File: src/rtl/noc_traffic_gen.sv
// rtl/noc_traffic_gen.sv - per-node NoC packet source with selectable traffic pattern
// Emits multi-flit packets (head/body/tail) under valid/ready, rotating VCs per packet.
module noc_traffic_gen #(
  parameter int NUM_OF_NODES            = 8,
  parameter int FLIT_DATA_WIDTH         = 16,
  parameter int NUM_OF_VIRTUAL_CHANNELS = 2,
  parameter int NODE_ID                 = 0,
  parameter int PACKET_LENGTH           = 4,
  parameter int NUM_OF_PACKETS          = 4,
  parameter int INTER_PACKET_GAP        = 2,
  localparam int DEST_NODE_WIDTH        = $clog2(NUM_OF_NODES),
  localparam int VC_WIDTH               = $clog2(NUM_OF_VIRTUAL_CHANNELS),
  localparam int FLIT_TOTAL_WIDTH       = 2 + VC_WIDTH + FLIT_DATA_WIDTH
) (
  input  logic                        i_clk,
  input  logic                        i_rst_n,
  input  logic                        i_start,
  input  logic [1:0]                  i_mode,
  input  logic                        i_flit_ready,
  output logic [FLIT_TOTAL_WIDTH-1:0] o_flit_out,
  output logic                        o_flit_valid,
  output logic                        o_busy,
  output logic                        o_done,
  output logic [7:0]                  o_packets_sent
);

  localparam int DW   = DEST_NODE_WIDTH;
  localparam int FDW  = FLIT_DATA_WIDTH;
  localparam int IDXW = (PACKET_LENGTH > 1) ? $clog2(PACKET_LENGTH) : 1;
  localparam logic [DW-1:0]   SELF      = DW'(NODE_ID);
  localparam logic [IDXW-1:0] LAST_BODY = IDXW'((PACKET_LENGTH >= 2) ? PACKET_LENGTH - 2 : 0);
  localparam logic [7:0]      LAST_PKT  = 8'(NUM_OF_PACKETS - 1);
  localparam logic [3:0]      GAP_LAST  = 4'((INTER_PACKET_GAP > 0) ? INTER_PACKET_GAP - 1 : 0);

  typedef enum logic [2:0] {S_IDLE, S_HEAD, S_BODY, S_TAIL, S_GAP, S_DONE} state_t;

  state_t                r_state, w_state_nxt;
  logic [DW-1:0]         r_dest, w_dest_nxt, w_dest;
  logic [7:0]            r_seq, w_seq_nxt;
  logic [IDXW-1:0]       r_idx, w_idx_nxt;
  logic [3:0]            r_gap, w_gap_nxt;
  logic [7:0]            r_sent, w_sent_nxt;
  logic                  r_busy, w_busy_nxt;
  logic                  r_done, w_done_nxt;
  logic                  r_valid, w_valid_nxt;
  logic [FLIT_TOTAL_WIDTH-1:0] r_flit, w_flit_nxt;
  logic                  w_accept, w_tail_acc;
  logic [1:0]            w_type;
  logic [VC_WIDTH-1:0]   w_vc;
  logic [FDW-1:0]        w_payload;

  assign w_accept   = r_valid && i_flit_ready;
  assign w_tail_acc = w_accept && (r_state == S_TAIL || (r_state == S_HEAD && PACKET_LENGTH == 1));

  // Ring arithmetic wraps by truncation since the node count is a power of two.
  always_comb begin
    case (i_mode)
      2'd0:    w_dest = DW'(NODE_ID + 1);
      2'd1:    w_dest = '0;
      2'd2:    w_dest = DW'(NODE_ID + NUM_OF_NODES - 1);
      default: w_dest = DW'(NODE_ID + NUM_OF_NODES / 2);
    endcase
  end

  always_ff @(posedge i_clk or negedge i_rst_n) begin
    if (!i_rst_n) begin
      r_state <= S_IDLE;
      r_dest  <= '0;
      r_seq   <= '0;
      r_idx   <= '0;
      r_gap   <= '0;
      r_sent  <= '0;
      r_busy  <= 1'b0;
      r_done  <= 1'b0;
      r_valid <= 1'b0;
      r_flit  <= '0;
    end else begin
      r_state <= w_state_nxt;
      r_dest  <= w_dest_nxt;
      r_seq   <= w_seq_nxt;
      r_idx   <= w_idx_nxt;
      r_gap   <= w_gap_nxt;
      r_sent  <= w_sent_nxt;
      r_busy  <= w_busy_nxt;
      r_done  <= w_done_nxt;
      r_valid <= w_valid_nxt;
      r_flit  <= w_flit_nxt;
    end
  end

  always_comb begin
    w_state_nxt = r_state;
    w_dest_nxt  = r_dest;
    w_seq_nxt   = r_seq;
    w_idx_nxt   = r_idx;
    w_gap_nxt   = r_gap;
    w_sent_nxt  = r_sent;
    w_busy_nxt  = r_busy;
    w_done_nxt  = r_done;
    case (r_state)
      S_IDLE, S_DONE: begin
        if (i_start) begin
          w_dest_nxt = w_dest;
          w_sent_nxt = '0;
          w_seq_nxt  = '0;
          w_idx_nxt  = '0;
          if (w_dest == SELF) begin
            w_state_nxt = S_DONE;
            w_busy_nxt  = 1'b0;
            w_done_nxt  = 1'b1;
          end else begin
            w_state_nxt = S_HEAD;
            w_busy_nxt  = 1'b1;
            w_done_nxt  = 1'b0;
          end
        end
      end
      S_HEAD: begin
        if (w_accept && PACKET_LENGTH > 1) begin
          w_state_nxt = (PACKET_LENGTH == 2) ? S_TAIL : S_BODY;
          w_idx_nxt   = IDXW'(1);
        end
      end
      S_BODY: begin
        if (w_accept) begin
          w_idx_nxt = r_idx + 1'b1;
          if (r_idx == LAST_BODY) w_state_nxt = S_TAIL;
        end
      end
      S_GAP: begin
        if (r_gap == GAP_LAST) w_state_nxt = S_HEAD;
        else                   w_gap_nxt   = r_gap + 1'b1;
      end
      default: ;
    endcase
    if (w_tail_acc) begin
      w_sent_nxt = r_sent + 8'd1;
      w_seq_nxt  = r_seq + 8'd1;
      w_idx_nxt  = '0;
      w_gap_nxt  = '0;
      if (r_sent == LAST_PKT) begin
        w_state_nxt = S_DONE;
        w_busy_nxt  = 1'b0;
        w_done_nxt  = 1'b1;
      end else if (INTER_PACKET_GAP > 0) begin
        w_state_nxt = S_GAP;
      end else begin
        w_state_nxt = S_HEAD;
      end
    end
  end

  // Flit is built from next-state values so it lands in a register with no ready-to-output path.
  always_comb begin
    w_valid_nxt = (w_state_nxt == S_HEAD) || (w_state_nxt == S_BODY) || (w_state_nxt == S_TAIL);
    w_vc        = VC_WIDTH'(w_seq_nxt % NUM_OF_VIRTUAL_CHANNELS);
    w_payload   = '0;
    w_type      = 2'b00;
    if (w_state_nxt == S_HEAD) begin
      w_type                      = (PACKET_LENGTH == 1) ? 2'b11 : 2'b01;
      w_payload[FDW-1 -: DW]      = w_dest_nxt;
      w_payload[FDW-DW-1 -: DW]   = SELF;
    end else begin
      w_type                      = (w_state_nxt == S_BODY) ? 2'b10 : 2'b00;
      w_payload[FDW-1 -: DW]      = SELF;
      w_payload[FDW-DW-1 -: 8]    = w_seq_nxt;
      w_payload[IDXW-1:0]         = w_idx_nxt;
    end
    w_flit_nxt = w_valid_nxt ? {w_type, w_vc, w_payload} : '0;
  end

  assign o_flit_out     = r_flit;
  assign o_flit_valid   = r_valid;
  assign o_busy         = r_busy;
  assign o_done         = r_done;
  assign o_packets_sent = r_sent;

endmodule

File: config.mk
export PLATFORM = sky130hd
export DESIGN_NAME = noc_traffic_gen
export DESIGN_NICKNAME = d
export VERILOG_FILES = /design/src/rtl/noc_traffic_gen.sv
export SDC_FILE = /design/constraint.sdc
export NUM_CORES = 1
export LEC_CHECK = 0
export ABC_AREA = 1
export ABC_CLOCK_PERIOD_IN_PS = 3300
export CAP_MARGIN = 0
export CORE_UTILIZATION = 40
export DETAILED_ROUTE_END_ITERATION = 7
export HOLD_SLACK_MARGIN = 0.1
export SLEW_MARGIN = 20
export SYNTH_ARGS = -nofsm -noshare
export SYNTH_HDL_FRONTEND = slang
export SYNTH_SLANG_ARGS = --single-unit
File: constraint.sdc
create_clock -name i_clk -period 3.3 [get_ports i_clk]
set_input_delay 0.825 -clock i_clk [delete_from_list [all_inputs] [get_ports i_clk]]
set_output_delay 0.825 -clock i_clk [all_outputs]
set_load 0.05 [all_outputs]
# --- After elaboration in Yosys (flattened, before gate mapping) ---
# Cells that the tools add are included.
totals:
  out_inout_bits: 30
  input_bits: 6
  word_cells: 83
  register_bits: 50
op_classes:
  addsub: 4
  n_reduce_logical: 13
  n_eq_ne: 14
  n_mux: 42
op_table:
  columns: ["op", "n"]
  rows:
  - ["8-bit 2-to-1 mux", 6]
  - ["3-bit 2-to-1 mux", 9]
  - ["19-bit 2-to-1 mux", 1]
  - ["8-bit by 1-bit adder with 8-bit output, second input constant", 2]
  - ["2-bit 2-to-1 mux", 7]
  - ["3-bit by 2-bit == test with 1-bit output, second input constant", 4]
  - ["4-bit 2-to-1 mux", 3]
  - ["3-bit one-hot mux with 4 select lines", 1]
  - ["1-bit 2-to-1 mux", 11]
  - ["3-bit one-hot mux with 3 select lines", 1]
  - ["8-bit by 2-bit == test with 1-bit output, second input constant", 1]
  - ["3-bit by 1-bit == test with 1-bit output, second input constant", 2]
  - ["3-bit == test, second input constant", 2]
  - ["3-bit logical NOT", 2]
  - ["6-bit 2-to-1 mux", 1]
  - ["2-bit one-hot mux with 3 select lines", 1]
  - ["2-bit nonzero test", 3]
  - ["5-bit 2-to-1 mux", 1]
  - ["4-bit by 1-bit adder with 4-bit output, second input constant", 1]
  - ["2-bit == test, second input constant", 2]
  - ["4-bit by 1-bit == test with 1-bit output, second input constant", 1]
  - ["2-bit AND reduction", 2]
  - ["2-bit by 1-bit adder with 2-bit output, second input constant", 1]
  - ["2-bit by 1-bit == test with 1-bit output, second input constant", 1]
  - ["5 further kinds", 7]

# --- Depth between registers and ports, before layout ---
# Gate-level depths: netlist of run 1.
depth:
  ltp_word: 11
  mapped_depth: 12

# --- Worst setup path before layout of run 1 ---
# No wires, ideal clock.
synth_path:
  path_type: "in2reg"
  startpoint: "input i_flit_ready"
  endpoint: "register r_sent[7], in the netlist o_packets_sent[7]"
  required_time_ns: 3.153
  setup_ns: 0.147
  arrival_time_ns: 1.686
  setup_slack_ns: 1.467
  stages: 8
  path_cell_list: "nand2_1 -> inv_1 -> nand2_4 -> inv_4 -> buf_4 -> nand4_1 -> nand3_1 -> o21ai_0"
synth_via:
  elab_chain_len: 4
  word_cells_on_any_way: 6
  cone_classes: "mux (1); reduce/logical (5)"
synth_rtl:
  columns: ["item", "line_no", "text"]
  rows:
  - ["start: declaration", "19", "input logic i_flit_ready,"]
  - ["1-bit logical AND *", "52", "assign w_accept = r_valid && i_flit_ready;"]
  - ["1-bit logical AND *", "53", "assign w_tail_acc = w_accept && (r_state == S_TAIL || (r_state == S_HEAD && PACKET_LENGTH == 1));"]
  - ["2-bit nonzero test (no source line)", null, null]
  - ["2-bit AND reduction (no source line)", null, null]
  - ["end signal: assignment", "83", "r_sent <= w_sent_nxt;"]
  - ["end: declaration", "42", "logic [7:0] r_sent, w_sent_nxt;"]
# Mark *: on every way between the ends. The rest lies on a longest branch, timed or not.
# A chain may end at the register's enable or synchronous reset.

# --- Final worst setup path of run 1 ---
layout_path:
  startpoint: "input i_flit_ready"
  endpoint: "register r_flit[15], in the netlist o_flit_out[15]"
layout_via:
  elab_chain_len: 8
  word_cells_on_any_way: 13
  cone_classes: "eq/ne (3); mux (6); reduce/logical (4)"
layout_rtl:
  columns: ["item", "line_no", "text"]
  rows:
  - ["1-bit logical AND *", "52", null]
  - ["3-bit 2-to-1 mux, on equally long branches", "125, 119", null]
  - ["3-bit one-hot mux with 4 select lines", "100", "case (r_state)"]
  - ["3-bit 2-to-1 mux *", "136", "if (w_tail_acc) begin"]
  - ["3-bit by 1-bit == test with 1-bit output / 3-bit by 2-bit == test with 1-bit output (equally long branches)", "155, 159", null]
  - ["1-bit logical OR (2 in series)", "155", "w_valid_nxt = (w_state_nxt == S_HEAD) || (w_state_nxt == S_BODY) || (w_state_nxt == S_TAIL);"]
  - ["19-bit 2-to-1 mux *", "169", "w_flit_nxt = w_valid_nxt ? {w_type, w_vc, w_payload} : '0;"]
  - ["via w_flit_nxt[15]", "46", "logic [FLIT_TOTAL_WIDTH-1:0] r_flit, w_flit_nxt;"]
  - ["end signal: assignment", "87", "r_flit <= w_flit_nxt;"]
  - ["end: declaration", "46", null]
# The timed path passes the listed nets; every way through them passes the cells marked *.

==> results of run 1 <==
stage by stage:
stage | total power [mW] | util (%) | instances
2_1_floorplan | 0.621 | - | 301
4_1_cts | 1.15 | 51.3 | 406
6_report | 1.13 | 51.3 | 406
3_5_place_dp | 0.643 | 48.9 | 398
5_1_grt | 1.18 | 51.3 | 406
3_3_place_gp | 0.643 | 48.9 | 398
routing by layer:
metal / wire, um / GRT usage [%] / vias to the layer above / share of wire [%]
li1: - / - / 1007 / -
met1: 2450 / 23.7 / 919 / 49
met2: 2300 / 28.1 / 44 / 46
met3: 220 / 4.23 / 6 / 4.4
met4: 66 / 6.43 / 0 / 1.3
met5: 0 / 0 / - / 0
placed cells by master (no fill, tap or decap), drive strengths merged:
cell type       n
a21oi          10
a32o            1
buf             2
bufinv          2
clkbuf          5
clkdlybuf4s50  31
clkinvlp        1
conb            3
dfrtp          47
ha              6
inv            47
nand2          74
nand3          32
nand4           8
nor2           42
nor3            2
o211a           1
o21ai          13
o22ai           2
o32ai           1
xor2            4
power breakdown:
| part | internal, mW | switching (mW) | leakage [nW] |
|---|---|---|---|
| combinational | 0.0128 | 0.0359 | 0.921 |
| clock | 0.302 | 0.201 | 0.0644 |
| sequential | 0.579 | 0.00316 | 0.595 |
registers in the layout (all words and copies together), names as in the netlist:
signal	count
r_state	3
o_packets_sent	8
o_flit_out	16
o_flit_valid	1
o_busy	1
r_gap	4
r_idx	2
r_seq	8
r_dest	3
o_done	1
cells in the mapped netlist:
cell type,count,area [sq um]
nor2_4,2,22.5
o32ai_1,1,8.76
nand3_2,3,30.0
nand2_2,4,25.0
inv_2,4,15.0
o211a_1,1,10.0
nor3_1,2,10.0
nor2_1,35,131
a21oi_2,1,8.76
o21ai_0,13,65.1
nand2_4,2,22.5
a32o_1,1,10.0
nand2_1,68,255
buf_4,5,37.5
inv_4,1,6.26
nor2_2,5,31.3
inv_1,42,158
xor2_1,4,35.0
o22ai_1,2,12.5
ha_1,6,75.1
buf_6,2,22.5
nand3_1,29,145
dfrtp_1,47,1180
nand4_1,8,50.1
a21oi_1,9,45.0
buf_2,1,5.00
conb_1,1,3.75
logic make-up (layout without fill, tap and decap cells):
logic type               after synthesis  after routing  share of synthesized area [%]
adder cells (fa/ha/maj)                6              6                           3.11
AND/OR/NAND/NOR                      158            158                           29.9
XOR/XNOR                               4              4                           1.45
AO/OA/AOI/OAI                         28             28                           6.63
other                                  1              3                          0.155
buffers and inverters                 55             88                           10.1
flip-flops                            47             47                           48.7
path summary, 6_finish.rpt:
path	cells after the start	start	to
setup reg to reg	9	r_state[2]	o_flit_out[0]
hold reg to reg	2	r_dest[0]	r_dest[0]
hold / removal	1	i_rst_n	o_packets_sent[5]
max in group asynchronous	1	i_rst_n	o_flit_out[11]
min in group i_clk	2	r_dest[0]	r_dest[0]
setup / recovery	8	i_flit_ready	o_flit_out[15]
worst max-delay path, stage by stage:
cell and delay [ns]:
clkdlybuf4s50_1 0.42, nand2_1 0.18, inv_1 0.13, nand2_4 0.10, inv_4 0.08, nor2_1 0.64, nand3_2 0.21, nor2_1 0.15
layout make-up:
type                            count  area [sq um]
Fill cell                         565          2760
Timing Repair Buffer               33           325
Tap cell                           72          90.1
Clock inverter                      3          67.6
Sequential cell                    47          1180
Inverter                           47           179
Multi-Input combinational cell    199          1000
Clock buffer                        5          68.8
==> results.json, run 1 <==
{
  "outcome": "complete, no violations",
  "fmax_mhz": 397,
  "synth-seq-cells": 47,
  "clock_latency_ns": 0.30,
  "grt_pass1_wl_um": 8630,
  "setup_viol": 0,
  "hpwl_um": 3590,
  "grt_pass1_vias": 1844,
  "drcViolationCount": 0,
  "finalSetupTns_ns": 0,
  "grt_max_degree": 48,
  "place.gp.congestion": 0.845,
  "end_kind": "flop",
  "grt_overflow_total": 0,
  "start_util_pct": 42.6,
  "yosysUniqueCellTypes": 27,
  "path_clk_slew_ns": 0.09,
  "maxCapViolCount": 0,
  "cts_tree": "done",
  "vias": 1976,
  "routed_wl_um": 5040,
  "die_height_um": 79.7,
  "worstPathRequired_ns": 3.53,
  "hold_slack_ns": 0.506,
  "fin_crit_sh_pct": 76.3,
  "hold_violations": 0,
  "place_ws_ns": 0.515,
  "fin_ws_ns": 0.783,
  "track_usage_pct": 17.8,
  "drv_slew": 0,
  "ant_nets": 0,
  "htree_levels": 2,
  "antenna_found_initial": 0,
  "relSlewSlack_pct": 45.9,
  "port_buffers": 32,
  "cts_root_buffer": "clkbuf_8",
  "clock_sinks": 47,
  "rows": 27,
  "layout-drive-gt1-share_pct": 9.58,
  "core_sq_mm": 0.00568,
  "via_per_inst": 4.87,
  "die_x_um": 79.7,
  "netlist_area_sq_mm": 0.00242,
  "cts_buffer_depth": 2,
  "syn_avg_cell_area_sq_um": 8.08,
  "arrival_ns": 2.74,
  "ys_seq_area_share_pct": 48.7,
  "worstSetupStartpointType": "input pin",
  "die_area_sq_mm": 0.00636,
  "r2r_slack_ns": 1.17,
  "numCtsBuffers": 5,
  "post_drt_wl_per_cell_um": 12.4,
  "n_antenna_cell": 0,
  "yosys_warnings": 0,
  "place_area_sq_mm": 0.00277,
  "postCtsSetupRepairBufs": 0,
  "drt_iter0_markers": 134,
  "tightest_slew_ns": 0.808,
  "drt_first_pass_iters": 4,
  "fin_skew_ns": 0.00699,
  "p_leak_nw": 1.58,
  "powerDensity_mw_per_mm2": 389,
  "cp_max_fo": 16,
  "syn_to_final_growth_pct": 20.4,
  "netlist_instances": 299,
  "ioPinCount": 36,
  "final_cell_area_sq_mm": 0.00291,
  "rsz0062_at_grt": "false",
  "period_minus_slack_ns": 2.52,
  "hold_buffers": 0,
  "worstSetupPathType": "in -> reg",
  "cts_resized": 0,
  "nNetsFinal": 345,
  "holdCritPathClass": "in -> async",
  "ir_drop_v": 0.000208
}
No activity file was read; power rests on OpenSTA's default activity.
==> inputs of run 2 (changes only) <==
Settings changed: ABC_CLOCK_PERIOD_IN_PS 3300 to 2400.
Clock period 3.3 ns to 2.4 ns, I/O delays scaled along.
==> run 2 against run 1 <==
Register-to-register slack worse by 0.84 ns. Routed wire length up 2.2%. Worst hold slack worse by 0.24 ns. Combinational power up 56%. Sequential share of layout area down 1.1 points. Count of clock-buffer cells in the layout up 1. Flip-flop and latch count unchanged. Critical path depth unchanged. Via count up 0.76%. Final cell count up 2.5%. Sequential power up 37%. Largest cell class unchanged. Largest power group unchanged. Highest routed layer unchanged.
==> results.json, run 2 (synthesized netlist as in run 1, its figures left out) <==
{
  "most-common-layout-cells": "68 x nand2_1, 47 x dfrtp_1, 42 x inv_1, 35 x nor2_1, 31 x clkdlybuf4s50_1",
  "clock_sinks": 47,
  "finalPower_mw": 1.48,
  "fmax_mhz": 455,
  "start_util_pct": 42.6,
  "numCtsBuffers": 5,
  "place_ws_ns": -0.101,
  "final_util_pct": 52.7,
  "finalSetupTns_ns": 0,
  "worstSetupStartpointType": "input pin",
  "grtUsageMet3_pct": 3.89,
  "fin_skew_ns": 0.00848,
  "rows": 27,
  "met1_usage_pct": 24.6,
  "relSlewSlack_pct": 39.2,
  "n_antenna_cell": 0,
  "holdCritPathClass": "in -> async",
  "fin_crit_sh_pct": 91.6,
  "fin_ws_ns": 0.201,
  "largest_register_ffs": 16,
  "worstSetupPathType": "in -> reg",
  "rsz0062_at_grt": "false",
  "nNetsFinal": 355,
  "end_kind": "flop",
  "routed_wl_um": 5150,
  "cts_buffer_depth": 2,
  "track_usage_pct": 18.1,
  "grt-busiest-layer": "met2",
  "cts_tree": "done",
  "p_leak_nw": 1.63,
  "post_drt_wl_per_cell_um": 12.4,
  "drt_first_pass_iters": 4,
  "syn_to_final_growth_pct": 23.7,
  "postCtsSetupRepairBufs": 0,
  "layout-drive-gt1-share_pct": 12.2,
  "maxCapViolCount": 0,
  "ir_drop_v": 0.000358,
  "antenna_found_initial": 0,
  "clock_latency_ns": 0.31,
  "grt_pass1_vias": 1851,
  "hold_buffers": 0,
  "drcViolationCount": 0,
  "setup_viol": 0,
  "via_per_inst": 4.79,
  "outcome": "complete, no violations",
  "ioPinCount": 36,
  "grt_max_degree": 27,
  "drt_iter0_markers": 108,
  "dp_cells": 408,
  "worstPathRequired_ns": 2.63,
  "grt_pass1_wl_um": 8720,
  "hpwl_um": 3730,
  "drv_slew": 0,
  "die_area_sq_mm": 0.00636,
  "port_buffers": 32,
  "cts_root_buffer": "clkbuf_8",
  "vias": 1991,
  "ant_nets": 0,
  "fin_cells": 416,
  "cts_resized": 0,
  "powerDensity_mw_per_mm2": 496,
  "grt_use_met2_pct": 28.5,
  "hold_violations": 0,
  "path_clk_slew_ns": 0.09,
  "die_x_um": 79.7,
  "place_area_sq_mm": 0.00287,
  "period_minus_slack_ns": 2.20,
  "die_height_um": 79.7,
  "arrival_ns": 2.43,
  "final_cell_area_sq_mm": 0.00299,
  "cp_max_fo": 11,
  "grt_overflow_total": 0,
  "tightest_slew_ns": 0.909,
  "hold_slack_ns": 0.265,
  "place.gp.congestion": 0.840,
  "core_sq_mm": 0.00568,
  "htree_levels": 2,
  "final_common_cell": "nand2_1"
}
==> run 2: cell count changes in the layout (fill, tap and decap cells not counted), sizes merged <==
cell / change
clkinvlp: -1
clkinv: +1
bufinv: -1
clkbuf: +1
buf: +10
==> run 2: final cells by class <==
class,count,area (sq um)
Fill cell,549,2690
Sequential cell,47,1180
Multi-Input combinational cell,199,1000
Timing Repair Buffer,43,423
Inverter,47,179
Tap cell,72,90.1
Clock buffer,6,82.6
Clock inverter,2,35.0
==> run 2: power breakdown <==
part	leakage [nW]	total [mW]	switching (mW)	internal, mW
combinational	0.976	0.0760	0.0515	0.0244
clock	0.0612	0.605	0.268	0.337
sequential	0.595	0.801	0.00431	0.797
total	1.63	1.48	0.324	1.16
==> run 2: routing by layer <==
layer / wire (um) / up-vias / part of all wire, %
met5: 0 / - / 0
met4: 75 / 0 / 1.5
met3: 178 / 7 / 3.5
met2: 2360 / 37 / 46
met1: 2540 / 915 / 49
li1: - / 1032 / -
==> run 2: final timing paths <==
path | from | to | slack [ns] | depth (start not counted)
min in group i_clk | r_dest[0] | r_dest[0] | 0.51 | 2
max in group asynchronous | i_rst_n | o_flit_valid | 1.60 | 2
setup reg to reg | r_gap[1] | o_flit_out[14] | 0.33 | 8
setup / recovery | i_mode[0] | o_flit_out[14] | 0.20 | 8
hold / removal | i_rst_n | o_packets_sent[3] | 0.26 | 1
hold reg to reg | r_dest[0] | r_dest[0] | 0.51 | 2
==> run 2: critical path, stage by stage <==
cell and delay (ns):
clkdlybuf4s50_1 0.43, inv_1 0.09, o21ai_0 0.11, nand3_1 0.11, nand3_1 0.06, nor2_1 0.69
nand3_2 0.20, nor2_1 0.13
==> inputs of run 3 (changes only) <==
Settings changed: CTS_BUF_LIST set to sky130_fd_sc_hd__clkbuf_16, SLEW_MARGIN 20 to not set.
==> run 3 against run 2 <==
Largest power group unchanged. Largest cell class unchanged. Sequential share of layout area fell by 0.63 points. Register-to-register slack improved by 0.18 ns. First-iteration DRC count fell by 41%. Sequential power barely moved. Critical endpoint is now o_packets_sent[5].
==> results.json, run 3 (synthesized netlist as in run 1, its figures left out) <==
{
  "drv_slew": 0,
  "postCtsSetupRepairBufs": 0,
  "powerDensity_mw_per_mm2": 542,
  "cp_top_family": "buffers and inverters",
  "numCtsBuffers": 5,
  "fin_ws_ns": 0.245,
  "tightest_slew_ns": 0.574,
  "final_cell_area_sq_mm": 0.00304,
  "maxCapViolCount": 0,
  "worstSetupPathType": "reg -> out",
  "fin_cells": 416,
  "clock_latency_ns": 0.28,
  "die_x_um": 79.7,
  "track_usage_pct": 18.0,
  "slowest_delay_ns": 0.83,
  "port_buffers": 32,
  "ant_nets": 0,
  "cts_buffer_depth": 2,
  "cts_root_buffer": "clkbuf_16",
  "cp_slowest_cell": "clkdlybuf4s50_1",
  "fin_crit_sh_pct": 89.8,
  "hpwl_um": 3730,
  "n_antenna_cell": 0,
  "drt_iter0_markers": 64,
  "fmax_mhz": 464,
  "core_sq_mm": 0.00568,
  "seq_area_sq_mm": 0.00118,
  "die_height_um": 79.7,
  "nNetsFinal": 355,
  "hold_violations": 0,
  "finalPower_mw": 1.65,
  "arrival_ns": 1.55,
  "via_per_inst": 4.82,
  "die_area_sq_mm": 0.00636,
  "grt_pass1_vias": 1863,
  "cts_tree": "done",
  "n_fill_cell": 539,
  "antenna_found_initial": 0,
  "path_clk_slew_ns": 0.06,
  "most-common-layout-cells": "68 x nand2_1, 47 x dfrtp_1, 42 x inv_1, 34 x nor2_1, 31 x clkdlybuf4s50_1",
  "rows": 27,
  "setup_viol": 0,
  "cp_max_fo": 6,
  "p_leak_nw": 1.65,
  "layout-drive-gt1-share_pct": 12.2,
  "outcome": "complete, no violations",
  "period_minus_slack_ns": 2.15,
  "place_area_sq_mm": 0.00287,
  "crit_buf_inv": 1,
  "htree_levels": 2,
  "drt_first_pass_iters": 4,
  "grt_pass1_wl_um": 8730,
  "fin_skew_ns": 0.00558,
  "holdCritPathClass": "in -> async",
  "grt_overflow_total": 0,
  "vias": 2007,
  "worstSetupStartpointType": "flop",
  "worstPathRequired_ns": 1.80,
  "dp_cells": 408,
  "crit_chain": "clkdlybuf4s50_1",
  "place_ws_ns": -0.101,
  "multi_input_area_sq_mm": 0.00101,
  "clock_sinks": 47,
  "relSlewSlack_pct": 61.7,
  "cts_resized": 0,
  "ioPinCount": 36,
  "place.gp.congestion": 0.840,
  "ir_drop_v": 0.000308,
  "rsz0062_at_grt": "false",
  "largest_register_ffs": 16,
  "post_drt_wl_per_cell_um": 12.4,
  "routed_wl_um": 5170,
  "end_kind": "output pin",
  "grt_max_degree": 27,
  "drcViolationCount": 0,
  "hold_buffers": 0,
  "final_common_cell": "nand2_1",
  "start_util_pct": 42.6,
  "syn_to_final_growth_pct": 25.7
}
==> run 3: per-stage QoR <==
stage               hold slack (ns)  util, %  TNS (ns)
finish                        0.295     53.5         0
global route                  0.339     53.5         0
floorplan                     0.304        -         0
detailed placement            0.501     50.6    -0.700
global placement              0.494     50.6    -0.106
CTS                           0.309     53.5         0
==> run 3: worst paths after layout <==
path / start / endpoint / slack, ns / cells after the start
max: o_packets_sent[5] / o_packets_sent[5] / 0.25 / 1
min in group i_clk: r_dest[0] / r_dest[0] / 0.51 / 2
max reg2reg: r_state[1] / o_flit_out[14] / 0.51 / 9
max in group asynchronous: i_rst_n / o_flit_valid / 1.57 / 2
min reg2reg: r_dest[0] / r_dest[0] / 0.51 / 2
min: i_rst_n / o_packets_sent[3] / 0.30 / 1
==> run 3: where the power goes <==
part | internal [mW] | switching (mW) | leakage (nW)
combinational | 0.0244 | 0.0519 | 0.976
clock | 0.486 | 0.283 | 0.0812
sequential | 0.798 | 0.00431 | 0.595
==> run 3: cell type report <==
cell class,count,share of cell area (%)
inverters,47,5.89
clock inverters,3,1.28
well taps,72,2.96
repair buffers,43,13.9
multi-input cells,199,33.1
flip-flops and latches,47,38.7
clock buffers,5,4.12
==> run 3: metal layers <==
layer	part of all wire (%)	track usage, %	up-vias
met4	0.37	5.18	0
li1	-	-	1033
met1	50	24.6	936
met3	3.5	4.23	2
met2	46	28.5	36
met5	0	0	-
